--- config.mk ---
export PLATFORM = sky130hd
export DESIGN_NAME = alu_sequencer
export DESIGN_NICKNAME = d
export VERILOG_FILES = /design/src/rtl/alu_sequencer.sv
export SDC_FILE = /design/constraint.sdc
export NUM_CORES = 1
export LEC_CHECK = 0
export ABC_CLOCK_PERIOD_IN_PS = 1620
export CAP_MARGIN = 0
export CORE_ASPECT_RATIO = 1.2
export CORE_MARGIN = 2
export CORE_UTILIZATION = 40
export CTS_BUF_LIST = sky130_fd_sc_hd__clkbuf_4 sky130_fd_sc_hd__clkbuf_8
export DETAILED_ROUTE_END_ITERATION = 6
export PLACE_DENSITY = 0.88
export SYNTH_ARGS = -nofsm -noshare
export SYNTH_HDL_FRONTEND = slang
export SYNTH_SLANG_ARGS = --single-unit
--- constraint.sdc ---
create_clock -name clk -period 1.62 [get_ports clk]
set_input_delay 0.324 -clock clk [delete_from_list [all_inputs] [get_ports clk]]
set_output_delay 0.324 -clock clk [all_outputs]
set_load 0.1 [all_outputs]
--- src/rtl/alu_sequencer.sv ---
// alu_sequencer: multi-cycle ADD/SUB/MUL sequencer that drives a shared external 9-bit adder.
// Optional macro ALU_SEQ_MUL_EN adds the Booth radix-2 multiplier. Without it, op 10 reports err like op 11.
module alu_sequencer (
  input  logic              clk,
  input  logic              rst,
  input  logic              start,
  input  logic [1:0]        op,
  input  logic signed [7:0] a,
  input  logic signed [7:0] b,
  output logic              busy,
  output logic              done,
  output logic [15:0]       result,
  output logic              ovf,
  output logic              err,
  output logic [8:0]        adder_x,
  output logic [8:0]        adder_y,
  output logic              adder_cin,
  input  logic [8:0]        adder_z,
  input  logic              adder_cout
);

  typedef enum logic [1:0] {
    S_IDLE = 2'd0,
    S_EXEC = 2'd1,
    S_MUL  = 2'd2,
    S_DONE = 2'd3
  } state_t;

  state_t     state;
  state_t     state_nx;
  logic [7:0] a_q;
  logic [7:0] b_q;
  logic       sub_q;
  logic       accept;
  logic       bad_op;
  logic       unused_cout;

  // The carry out is not needed: overflow comes from the 9-bit sum itself.
  assign unused_cout = adder_cout;
  assign accept = start && (state == S_IDLE || state == S_DONE);

`ifdef ALU_SEQ_MUL_EN
  logic [8:0] acc;
  logic [7:0] q;
  logic       q_m1;
  logic [2:0] cnt;
  logic [8:0] m;
  logic [8:0] acc_nx;
  logic [7:0] q_nx;

  assign bad_op = (op == 2'b11);
  assign m      = {a_q[7], a_q};
  // Arithmetic shift right of {adder_z, Q, Q-1}.
  assign acc_nx = {adder_z[8], adder_z[8:1]};
  assign q_nx   = {adder_z[0], q[7:1]};
`else
  assign bad_op = op[1];
`endif

  // State register.
  always_ff @(posedge clk or posedge rst) begin
    if (rst) state <= S_IDLE;
    else     state <= state_nx;
  end

  // Next-state logic.
  always_comb begin
    state_nx = state;
    unique case (state)
      S_IDLE, S_DONE: begin
        state_nx = S_IDLE;
        if (start) begin
          if (bad_op)     state_nx = S_DONE;
`ifdef ALU_SEQ_MUL_EN
          else if (op[1]) state_nx = S_MUL;
`endif
          else            state_nx = S_EXEC;
        end
      end
      S_EXEC: state_nx = S_DONE;
`ifdef ALU_SEQ_MUL_EN
      S_MUL: state_nx = (cnt == 3'd7) ? S_DONE : S_MUL;
`endif
      default: state_nx = S_IDLE;
    endcase
  end

  // Status flags and adder operand selection.
  always_comb begin
    busy      = (state == S_EXEC) || (state == S_MUL);
    done      = (state == S_DONE);
    adder_x   = 9'd0;
    adder_y   = 9'd0;
    adder_cin = 1'b0;
    unique case (state)
      S_EXEC: begin
        adder_x   = {a_q[7], a_q};
        adder_y   = sub_q ? ~{b_q[7], b_q} : {b_q[7], b_q};
        adder_cin = sub_q;
      end
`ifdef ALU_SEQ_MUL_EN
      S_MUL: begin
        adder_x = acc;
        unique case ({q[0], q_m1})
          2'b01: adder_y = m;
          2'b10: begin
            adder_y   = ~m;
            adder_cin = 1'b1;
          end
          default: adder_y = 9'd0;
        endcase
      end
`endif
      default: ;
    endcase
  end

  // Operand latches, Booth registers and held result.
  always_ff @(posedge clk or posedge rst) begin
    if (rst) begin
      a_q    <= 8'd0;
      b_q    <= 8'd0;
      sub_q  <= 1'b0;
      result <= 16'd0;
      ovf    <= 1'b0;
      err    <= 1'b0;
`ifdef ALU_SEQ_MUL_EN
      acc    <= 9'd0;
      q      <= 8'd0;
      q_m1   <= 1'b0;
      cnt    <= 3'd0;
`endif
    end else begin
      if (accept) begin
        a_q   <= a;
        b_q   <= b;
        sub_q <= op[0];
        if (bad_op) begin
          result <= 16'd0;
          ovf    <= 1'b0;
          err    <= 1'b1;
        end
`ifdef ALU_SEQ_MUL_EN
        if (op == 2'b10) begin
          acc  <= 9'd0;
          q    <= b;
          q_m1 <= 1'b0;
          cnt  <= 3'd0;
        end
`endif
      end
      if (state == S_EXEC) begin
        result <= {{7{adder_z[8]}}, adder_z};
        ovf    <= adder_z[8] ^ adder_z[7];
        err    <= 1'b0;
      end
`ifdef ALU_SEQ_MUL_EN
      if (state == S_MUL) begin
        acc  <= acc_nx;
        q    <= q_nx;
        q_m1 <= q[0];
        cnt  <= cnt + 3'd1;
        if (cnt == 3'd7) begin
          result <= {acc_nx[7:0], q_nx};
          ovf    <= 1'b0;
          err    <= 1'b0;
        end
      end
`endif
    end
  end

endmodule

Word level (Yosys, flattened, before mapping)
Index checks and enable logic that the tools add are counted.

Output and inout port bits: 39. Input port bits: 31. Logic and storage cells: 36. Flip-flop bits (word level): 37.

Equal/unequal tests: 3. Reduce and logical (&&, ||, !) cells: 8. Mux-type cells: 16. Bitwise logic cells: 2.

Operators with widths (number): 16-bit two-way mux (3); 9-bit two-way mux (3); 9-bit NOT (1); 1-bit two-way mux (7); 2-bit equality test, second input constant (2); 2-bit two-way mux (2); 2-bit case mux with 2 select lines (1); 2-bit nonzero test (2); 2-bit by 1-bit equality test with 1-bit output, second input constant (1); 2-bit zero test (1); 1-bit logical OR (2); 2-bit AND reduction (1); 2-bit OR reduction (1); 1-bit logical AND (1); 1-bit bitwise XOR (1).

Depth between registers and ports, before layout
Depth in word-level cells: 5. Gate-level depth with buffers: 6. Gate-level depth less buffers: 4.

Least setup slack after synthesis
Ideal clock, no wire load.

Kind: reg2out. Start: reg state[1]. End: out adder_y[8]. Cell stages (with the launch flop): 6. Path slack: -724 ps. Data arrival time: 2020 ps. Path buffers: 2. Cell sequence: dfrtp_1 -> inv_1 -> ha_1 -> clkbuf_1 -> and2_1 -> buf_4.

Word-level cells in the longest chain between the ends: 2.

RTL lines: start, declared (RTL line 29) `state_t state;`; start signal, assigned (RTL line 63) `else state <= state_nx;`; 2-bit by 1-bit equality test with 1-bit output (RTL line 95) `unique case (state)`; 9-bit two-way mux (RTL line 95); end, declared (RTL line 16) `output logic [8:0] adder_y,`.

No other way between the ends.

Worst setup path after layout
Ends and elaborated chain as after synthesis.

==> results <==
- The flow ran to the end, but the final reports show violations.
- The checks that failed: design-rule violations, negative setup slack.
- The number of enable-type register cells in the synthesized netlist is 0.
- Entering global routing, the biggest net connects 31 pins.
- The die extent in x is about 59 um.
- OpenSTA, run right after detailed placement, puts the worst setup slack at 0.00422 ns.
- The synthesized area per cell is 12.9 um2.
- The peak fanout along the critical path is 11.
- The proportion of synthesized flip-flops having asynchronous set or reset is 1.00.
- The critical path data arrival time is around 1.4 ns.
- In the post-route analysis, the smallest setup slack over all paths is -0.105 ns.
- The number of buffers on the longest clock path is 2.
- The slowest cell on the critical path is sky130_fd_sc_hd__dfrtp_1.
- The dominant cell type by count on the critical path is sky130_fd_sc_hd__buf_12.
- The number of synthesized register bits is 30.
- The worst setup path is launched from a flip-flop.
- The endpoint identified for the worst register-to-register timing path is ovf$_DFFE_PP0P_.
- The number of buffers and inverters on the critical path is 3.
- The count of unresolved DRC violations after routing is 5.
- After clock tree synthesis, the clock-pin slew on the worst setup and hold paths is 0.07 ns.
- Setup slack on the worst reg-to-reg path comes out at about 0.04 ns.
- The number of cells on the worst reg-to-reg path is 6.
- The number of global-route vias before repair came to between 1000 and 1500.
- The repair_antennas step left the layout with diodes totalling 0.
- Across the routed clock network, the largest skew measured is about 0.0093 ns.
- The row count is 23.
- During I/O placement, the number of pins put on the boundary was 70.
- The CTS tree is built.
- The largest stage delay on the critical path is approximately 0.4 ns.
- The worst path in the final design needs a cycle of around 1.7 ns, including I/O delays and setup.
- After the first detailed-routing iteration, the DRC count stood at 22.
- The root buffer cell chosen for the clock tree is sky130_fd_sc_hd__clkbuf_8.
- The startpoint identified for the worst register-to-register timing path is state[1]$_DFF_PP0_.
- The clock sink count is 30.
- For this configuration, the core starts out at a cell density of 0.426.
- The net count of the finished layout is ~220.
- The first-pass GRT wire length is ~6300 um.
- Yosys printed 0 warnings.
- Port buffering added 68 buffers.
- Walking the worst path, the cells encountered are inv_2 > ha_4 > buf_12 > and2_4 > buf_12.
- The total non-filler cell area in the finished layout is about 0.0028 mm2.
- The relative area change from synthesis to final layout is 90.4%.
- Once detail routing completed, the nets flagged for antenna violations numbered 0.
- The sequential element share of the synthesized area is 0.519.
- The tool flagged a number of max-cap violations equal to 0.
- In this run, post-CTS hold repair placed 0 buffers.
- In this run the tightest slew margin relative to its limit is 0.727.
- The area of placed instances is between 0.002 and 0.003 mm2.
- The routed layout has 1103 vias.
- The overall routing resource usage is 0.206.
- The deepest level of the CTS H-tree is 2.
- The top achievable clock speed is around 0.58 GHz.
- In this run the number of cells on the critical path is 5.
- The overall die area is approximately 0.004 mm2.
- The source-to-sink clock delay at the later pin of the worst-skew pair is between 0.2 and 0.3 ns.
- The critical path class is reg -> out.
- The kind of cell with the highest combined delay along the critical path is flip-flops.
- The routed design has ~3800 um of wire.
- The min-delay analysis places its worst path in the category in -> async.
- When the netlist entered floorplanning its net count stood at roughly 150.
- The number of clock buffers added by TritonCTS is 5.
- The final global-route overflow total is 0.
- The critical path required time is roughly 1.3 ns.
- The standard cell core area is 0.00340 mm2.
- The total half-perimeter wirelength after legalization and detailed placement is 2750 um.
- Setup repair after global routing could not meet its margin everywhere.
- After detailed routing, the number of vias per cell comes to 5.04.
- The synthesized netlist occupies a cell area of between 0.001 and 0.0015 mm2.
- The worst setup path is captured at an output port.
- Routability-driven placement finished with a final weighted congestion of between 0.7 and 0.8.
- The most used flip-flop cell after synthesis is sky130_fd_sc_hd__dfrtp_1.
- The initial antenna violation count is 0.
- Dividing the detail-routed wire length by the instance count gives around 18 um.
- Setup violations remaining at the end of the flow were counted as 20.
- In the synthesized netlist, the number of instances is ~110.
- The number of hold-slack violations in the final timing report is 0.
- The number of max-slew violations in the final report was 0.
- For this run, the detailed router's first-pass iteration total came to 7.
- In the finished design, the share of the clock period the worst path needs comes to 1.06.
- The measured slew at the worst slew-check pin is roughly 0.41 ns.
- The count of different cell masters after synthesis is 16.
- The die is ~70 um tall.
- Of the cells placed in the final design, the portion with a size suffix greater than 1 is 0.538.
## cell families (layout without fill, tap and decap cells)
kind of cell	after synthesis	count (layout)	synth area share
AOI/OAI and AO/OA	13	13	0.0727
DFF	30	30	0.519
xor gates and xnor gates	9	9	0.0545
buffers and inverters	19	89	0.0804
and+or+nand+nor	21	21	0.0891
adders and majority gates	3	3	0.0260
muxes	17	17	0.158
## how the worst max path moves through the flow
stage,startpoint,slack (ns),end
6_report,state[1]$_DFF_PP0_,-0.11,adder_y[8]
5_1_grt,state[1]$_DFF_PP0_,-0.15,adder_y[7]
4_1_cts,state[1]$_DFF_PP0_,-0.09,adder_y[7]
3_5_place_dp,state[0]$_DFF_PP0_,0.004,b_q[2]$_DFFE_PP0P_
3_3_place_gp,start,0.02,b_q[5]$_DFFE_PP0P_
2_1_floorplan,state[1]$_DFF_PP0_,-0.13,adder_y[8]
## synthesized netlist by cell type (2+ instances only)
master,count,area (um2)
sky130_fd_sc_hd__clkbuf_1,2,7.51
sky130_fd_sc_hd__dfrtp_1,30,751
sky130_fd_sc_hd__a22o_1,10,87.6
sky130_fd_sc_hd__a31oi_1,2,12.5
sky130_fd_sc_hd__buf_2,3,15.0
sky130_fd_sc_hd__and2_1,17,106
sky130_fd_sc_hd__inv_1,4,15.0
sky130_fd_sc_hd__buf_4,9,67.6
sky130_fd_sc_hd__ha_1,3,37.5
sky130_fd_sc_hd__mux2_2,7,78.8
sky130_fd_sc_hd__mux2_4,10,150
sky130_fd_sc_hd__xor2_1,9,78.8
sky130_fd_sc_hd__nor2_1,3,11.3
## registers in the layout (all words and copies together), names as in the netlist
signal / flops
sub_q: 1
result: 9
ovf: 1
a_q: 8
state: 2
err: 1
b_q: 8
## stage by stage
step                       util  hold WS, ns  std cells  setup TNS [ns]
after CTS                 0.810        0.451        219           -1.19
after global placement    0.749        0.484        206               0
after global routing      0.811        0.483        219           -2.27
after floorplan               -        0.415        112          -0.309
after detailed placement  0.749        0.497        206               0
final                     0.811        0.437        219           -1.44
## cells in the final DEF, fill, tap and decap left out
cell type	count
sky130_fd_sc_hd__a21oi_1	1
sky130_fd_sc_hd__a22o_1	10
sky130_fd_sc_hd__a31oi_1	2
sky130_fd_sc_hd__and2_4	17
sky130_fd_sc_hd__buf_12	40
sky130_fd_sc_hd__buf_4	5
sky130_fd_sc_hd__buf_6	2
sky130_fd_sc_hd__bufbuf_16	1
sky130_fd_sc_hd__clkbuf_8	6
sky130_fd_sc_hd__clkdlybuf4s50_1	29
sky130_fd_sc_hd__clkinv_2	1
sky130_fd_sc_hd__clkinvlp_4	2
sky130_fd_sc_hd__dfrtp_1	27
sky130_fd_sc_hd__dfrtp_2	3
sky130_fd_sc_hd__ha_1	1
sky130_fd_sc_hd__ha_4	2
sky130_fd_sc_hd__inv_1	2
sky130_fd_sc_hd__inv_2	1
sky130_fd_sc_hd__mux2_2	7
sky130_fd_sc_hd__mux2_4	10
sky130_fd_sc_hd__nand2_8	1
sky130_fd_sc_hd__nor2_1	3
sky130_fd_sc_hd__xor2_1	9
## timing repair
| item | in CTS | in global routing |
|---|---|---|
| cloned | 1 | 0 |
| pin swaps | 4 | 3 |
| resized for setup | 15 | 2 |
| setup endpoints to repair | 20 | 36 |
| setup buffers | 4 | 0 |
## metal layers
layer  vias to the layer above  wire length (um)  GRT usage
met4                         0                21     0.0530
met2                        47              2280      0.388
met5                         -                 0          0
met1                       555              1320      0.220
li1                        499                 -          -
met3                         2               221     0.0500
## worst reg2reg max path, stage by stage (launching register included)
cell                      delay, ns
sky130_fd_sc_hd__dfrtp_1       0.39
sky130_fd_sc_hd__buf_4         0.15
sky130_fd_sc_hd__ha_4          0.28
sky130_fd_sc_hd__buf_6         0.13
sky130_fd_sc_hd__a31oi_1       0.09
sky130_fd_sc_hd__buf_4         0.19
sky130_fd_sc_hd__a22o_1        0.24
## layout make-up
class	instances	area (um2)
fill	185	642
tap	37	46.3
inverter	4	18.8
timing repair buffer	77	1180
clock inverter	2	12.5
sequential	30	754
clock buffer	6	82.6
multi-input combinational	63	656
Power is not shown: default switching activity piles up to over one toggle a cycle in this logic, so the estimate is an artifact.
